## src/rtl/uart_rx_oversampler_if.sv

```systemverilog
// Byte handshake between the UART receiver and its consumer (RX FIFO write port).
// A byte moves on every cycle where valid && ready.
interface uart_rx_oversampler_if;
  logic [7:0] data;
  logic       valid;
  logic       ready;

  modport master (output data, output valid, input ready);
  modport slave  (input data, input valid, output ready);
endinterface

```

## src/rtl/uart_rx_oversampler.sv

```systemverilog
// 8N1 UART receiver with a self-timed 16x oversample tick and 3-sample majority voting.
// Bytes are offered on a valid/ready port; frame and overrun errors are 1-cycle pulses.
module uart_rx_oversampler #(
  parameter int unsigned CLK_FREQ  = 50000000,
  parameter int unsigned BAUD_RATE = 9600
) (
  input  logic                         clk,
  input  logic                         rst_n,
  input  logic                         rx_i,
  uart_rx_oversampler_if.master        out_if,
  output logic                         frame_err_o,
  output logic                         overrun_o,
  output logic                         busy_o
);

  localparam int unsigned Div  = CLK_FREQ / (BAUD_RATE * 16);
  localparam int unsigned PreW = (Div > 1) ? $clog2(Div) : 1;
  localparam logic [PreW-1:0] PreMax = PreW'(Div - 1);

  if (Div < 1) begin : gen_div_check
    $error("uart_rx_oversampler: CLK_FREQ too low for BAUD_RATE (divider < 1)");
  end

  typedef enum logic [2:0] {StIdle, StStart, StData, StStop, StBreak} state_e;

  state_e          state_q;
  logic            rx_meta_q, rxs_q;
  logic [PreW-1:0] pre_q;
  logic [3:0]      sc_q;
  logic [2:0]      bit_idx_q;
  logic [1:0]      samp_q;
  logic [7:0]      shift_q;
  logic            commit_q;
  logic [7:0]      data_q;
  logic            valid_q;
  logic            frame_err_q, overrun_q, busy_q;

  logic os_tick, maj, eval, bit_end;

  always_comb begin
    os_tick = (state_q != StIdle) && (pre_q == PreMax);
    // samp_q holds the sc=7 and sc=8 samples; rxs_q is the sc=9 sample on the eval tick
    maj     = (samp_q[0] & samp_q[1]) | (samp_q[0] & rxs_q) | (samp_q[1] & rxs_q);
    eval    = os_tick && (sc_q == 4'd9);
    bit_end = os_tick && (sc_q == 4'd15);
  end

  always_ff @(posedge clk or negedge rst_n) begin
    if (!rst_n) begin
      rx_meta_q <= 1'b1;
      rxs_q     <= 1'b1;
    end else begin
      rx_meta_q <= rx_i;
      rxs_q     <= rx_meta_q;
    end
  end

  always_ff @(posedge clk or negedge rst_n) begin
    if (!rst_n) begin
      state_q     <= StIdle;
      pre_q       <= '0;
      sc_q        <= '0;
      bit_idx_q   <= '0;
      samp_q      <= '0;
      shift_q     <= '0;
      commit_q    <= 1'b0;
      data_q      <= '0;
      valid_q     <= 1'b0;
      frame_err_q <= 1'b0;
      overrun_q   <= 1'b0;
      busy_q      <= 1'b0;
    end else begin
      frame_err_q <= 1'b0;
      overrun_q   <= 1'b0;
      commit_q    <= 1'b0;

      if (state_q == StIdle) begin
        pre_q <= '0;
        sc_q  <= '0;
      end else if (os_tick) begin
        pre_q <= '0;
        sc_q  <= sc_q + 4'd1;
      end else begin
        pre_q <= pre_q + PreW'(1);
      end

      if (os_tick && (sc_q == 4'd7)) samp_q[0] <= rxs_q;
      if (os_tick && (sc_q == 4'd8)) samp_q[1] <= rxs_q;

      unique case (state_q)
        StIdle: begin
          if (!rxs_q) begin
            state_q <= StStart;
            busy_q  <= 1'b1;
          end
        end
        StStart: begin
          if (eval && maj) begin
            state_q <= StIdle;
            busy_q  <= 1'b0;
          end else if (bit_end) begin
            state_q   <= StData;
            bit_idx_q <= '0;
          end
        end
        StData: begin
          if (eval) shift_q <= {maj, shift_q[7:1]};
          if (bit_end) begin
            bit_idx_q <= bit_idx_q + 3'd1;
            if (bit_idx_q == 3'd7) state_q <= StStop;
          end
        end
        StStop: begin
          if (eval) begin
            if (maj) begin
              state_q  <= StIdle;
              busy_q   <= 1'b0;
              commit_q <= 1'b1;
            end else begin
              state_q     <= StBreak;
              frame_err_q <= 1'b1;
            end
          end
        end
        StBreak: begin
          if (rxs_q) begin
            state_q <= StIdle;
            busy_q  <= 1'b0;
          end
        end
        default: begin
          state_q <= StIdle;
          busy_q  <= 1'b0;
        end
      endcase

      // shift_q stays stable during the commit cycle: a new frame cannot reach its data bits yet
      if (commit_q) begin
        if (!valid_q || out_if.ready) begin
          data_q  <= shift_q;
          valid_q <= 1'b1;
        end else begin
          overrun_q <= 1'b1;
        end
      end else if (valid_q && out_if.ready) begin
        valid_q <= 1'b0;
      end
    end
  end

  assign out_if.data  = data_q;
  assign out_if.valid = valid_q;
  assign frame_err_o  = frame_err_q;
  assign overrun_o    = overrun_q;
  assign busy_o       = busy_q;

endmodule

```

## src/flat_wrapper.sv

```systemverilog
// flat-port wrapper written by rule: the top's interface ports become plain ports
module uart_rx_oversampler_flat 
#(
  parameter int unsigned CLK_FREQ  = 50000000,
  parameter int unsigned BAUD_RATE = 9600
)
  (clk, rst_n, rx_i, frame_err_o, overrun_o, busy_o, out_if_data, out_if_valid, out_if_ready);
  uart_rx_oversampler_if out_if_i ();
  input  logic clk;
  input  logic rst_n;
  input  logic rx_i;
  output logic frame_err_o;
  output logic overrun_o;
  output logic busy_o;
  output wire logic [$bits(out_if_i.data)-1:0] out_if_data;
  output wire logic [$bits(out_if_i.valid)-1:0] out_if_valid;
  input wire logic [$bits(out_if_i.ready)-1:0] out_if_ready;
  assign out_if_data = out_if_i.data;
  assign out_if_valid = out_if_i.valid;
  assign out_if_i.ready = out_if_ready;
  uart_rx_oversampler #(.CLK_FREQ(CLK_FREQ), .BAUD_RATE(BAUD_RATE)) u_core (.clk(clk), .rst_n(rst_n), .rx_i(rx_i), .out_if(out_if_i), .frame_err_o(frame_err_o), .overrun_o(overrun_o), .busy_o(busy_o));
endmodule
```

## config.mk

```make
export PLATFORM = sky130hd
export DESIGN_NAME = uart_rx_oversampler_flat
export DESIGN_NICKNAME = d
export VERILOG_FILES = /design/src/rtl/uart_rx_oversampler_if.sv /design/src/rtl/uart_rx_oversampler.sv /design/src/flat_wrapper.sv
export SDC_FILE = /design/constraint.sdc
export NUM_CORES = 1
export LEC_CHECK = 0
export BUFFER_PORTS_ARGS = -buffer_cell sky130_fd_sc_hd__buf_4
export CORE_ASPECT_RATIO = 0.8
export CORE_MARGIN = 2
export CORE_UTILIZATION = 58
export CTS_CLUSTER_SIZE = 14
export DETAILED_ROUTE_END_ITERATION = 8
export GPL_TIMING_DRIVEN = 0
export PLACE_DENSITY_LB_ADDON = 0.1
export SYNTH_ARGS = -nofsm -noshare
export SYNTH_HDL_FRONTEND = slang
export SYNTH_SLANG_ARGS = --single-unit
```

## constraint.sdc

```tcl
create_clock -name clk -period 2 [get_ports clk]
set_input_delay 0.2 -clock clk [delete_from_list [all_inputs] [get_ports clk]]
set_output_delay 0.2 -clock clk [all_outputs]
set_load 0.05 [all_outputs]
```

==> flow_metrics.tcl <==
set metrics [dict create \
    min_period_over_period_pct 97.0 \
    synth_edf_count 0 \
    coreArea_um2 3400 \
    path_max_fanout 8 \
    setup_violations 0 \
    dr.pass1.iters 4 \
    die_area_um2 4010 \
    fin_skew_ps 8.49 \
    cpPeakStageDelay_ps 410 \
    yosys.area.top_type "dfrtp_1" \
    ant_nets 0 \
    r2r_slack_ps 60 \
    critPathKind "reg2reg" \
    nNetsFinal 209 \
    worstHoldPathType "in2reg" \
    grt_pass1_vias 1303 \
    critical_path.slowest_cell "dfrtp_1" \
    synth_warnings 0 \
    grt_max_degree 45 \
    drt_iter0_markers 69 \
    relSlewSlack_pct 64.2 \
    cts_tree "yes" \
    ys_ff_latch 44 \
    drv_cap 0 \
    overflow 0 \
    routed_wl_um 3770 \
    postSynthAreaPerCell_um2 12.1 \
    yosysSeqAreaShare_pct 54.1 \
    place.gp.congestion 0.801 \
    ys.flop_type "dfrtp_1" \
    r2r-start "u_core.pre_q[1]" \
    cp-end-kind "register" \
    row_count 19 \
    yosysMostFrequentCell "dfrtp_1" \
    portBuffers 15 \
    worstPathRequired_ps 2190 \
    synthArstFlopShare_pct 100 \
    diodes 0 \
    drc 0 \
    final_util_pct 70.6 \
    syn_nets 180 \
    fin_crit_ps 1940 \
    cts_made_buffers 5 \
    clock_sinks 44 \
    outcome "completed" \
    yosys-top-cells-count "42 x dfrtp_1, 16 x nor2_1, 11 x nand2_1" \
    syn-cell-area_um2 2040 \
    area_growth_pct 17.7 \
    irDropWorstVdd_uv 589 \
    pre_cts_ws_ps -28.9 \
    tns_ps 0 \
    path_cells "inv_1 > ha_1 > and4bb_2 > nand4_1 > or3_4 > buf_6 > mux2_4" \
    min_to "u_core.overrun_o" \
    fin_ws_ps 60.5 \
    critPathArrivalTime_ps 2130 \
    synth_area_leaders "dfrtp_1 52%, mux2_4 5.9%, mux2_2 5.5%, ha_1 4.3%, xor2_1 3.4%" \
    synthCells 169 \
    worst_pin_slew_ps 537 \
    htreeDepth 2 \
    start_util_pct 60.0 \
    viasPerCell 5.83 \
    path_clk_slew_ps 90 \
    ioPinCount 16 \
    insertion_delay_ps 300 \
    dp_hpwl_um 2540 \
    max_freq_mhz 516 \
    die_x_um 70.3 \
    cts_buffer_depth 2 \
    drive_above_1_share_pct 28.6 \
    antenna_found_initial 0 \
    grt_pass1_wl_um 6330 \
    min_from "out_if_ready" \
    root_buffer "clkbuf_8" \
    startpoint_type "register" \
    power.density_nw_per_um2 683 \
    worst_r2r_endpoint "u_core.shift_q[2]" \
    netlist-cell-type-count 39 \
    track_usage_pct 20.6 \
    p_leak_uw 0.00116 \
    finalHoldViolCount 0 \
    power_uw 1640 \
    die_y_um 57.0 \
    wl_per_cell_um 15.6 \
    routed-via-count 1405 \
    synth_top_area_share_pct 51.5 \
    drv_slew 0 \
    whs_path_depth 3 \
    reg2reg_depth 7 \
]
## state kept, by name (all words and copies together) (netlist names)
signal               count
u_core.bit_idx_q         3
u_core.busy_o            1
u_core.commit_q          1
u_core.frame_err_o       1
u_core.out_if.data       8
u_core.out_if.valid      1
u_core.overrun_o         1
u_core.pre_q             9
u_core.rx_meta_q         1
u_core.rxs_q             1
u_core.samp_q            2
u_core.sc_q              4
u_core.shift_q           8
u_core.state_q           3
## cells in the final DEF (no fill, tap or decap), types with 3 or more instances in the layout
master     n
buf_4     20
ha_1       7
mux2_4     8
nand4_1    3
inv_1      7
xor2_1     8
mux2_2    10
xnor2_1    3
a22o_1     3
dfrtp_1   42
nor2_1    16
clkbuf_8   6
nand3_1    8
nand2_1   11
nor3_1     4
## where the power goes
part	leakage, uW	switching (uW)	internal, uW	total, uW
logic	0.000506	18.6	7.60	26.2
registers	0.000588	1.96	892	894
clock network	0.0000614	311	409	719
## how the worst max path moves through the flow
stage                          startpoint  slack (ps)  cells past startpoint           endpoint
after global placement    u_core.pre_q[0]         -20                      7  u_core.shift_q[0]
after global routing      u_core.pre_q[1]         -10                      7  u_core.shift_q[0]
final                     u_core.pre_q[1]          60                      7  u_core.shift_q[2]
after CTS                 u_core.pre_q[1]         0.5                      7  u_core.shift_q[2]
after detailed placement  u_core.pre_q[0]         -30                      7  u_core.shift_q[2]
after floorplan           u_core.pre_q[0]         130                      7  u_core.shift_q[0]
## cells by family after synthesis
| family | share of synthesized area, % |
|---|---|
| muxes | 11.4 |
| adders and majority gates | 5.28 |
| and+or+nand+nor | 16.3 |
| buffers and inverters | 2.45 |
| xor gates and xnor gates | 4.72 |
| AOI/OAI and AO/OA | 5.71 |
| DFF | 54.1 |
## final cells by class
class	count	area (um^2)
Timing Repair Buffer	22	170
Clock inverter	2	38.8
Tap cell	42	52.6
Clock buffer	6	82.6
Inverter	7	26.3
Buffer	4	23.8
Fill cell	250	998
Sequential cell	44	1100
Multi-Input combinational cell	114	903
## critical path, delay by kind of cell (launching register included)
family	cells	cell delay, ps
buffers and inverters	2	220
adders and majority gates	1	150
DFF	1	410
muxes	1	300
and+or+nand+nor	3	750
## metal layers
layer	vias to the layer above	wire length (um)	global-route usage (%)
met3	13	189	7.07
met2	52	1740	29.4
met5	-	0	0
li1	660	-	-
met4	0	86	7.69
met1	680	1750	29.6
## metrics by stage
step           std cells  cell area [um^2]  hold WS [ps]
3_5_place_dp         226              2200           225
3_3_place_gp         226              2200           217
2_1_floorplan        169              2040         -95.6
4_1_cts              237              2350          9.74
6_report             241              2400           191
5_1_grt              241              2400           204
## repair_timing
action | in CTS | in global routing
buffers inserted | 2 | 3
resized for setup | 1 | 3
setup endpoints to repair | 8 | 14
endpoints found under the hold margin | 42 | 1
hold buffers | 1 | 1
pin swaps | 0 | 1
Power figures use the tool's default switching activity.
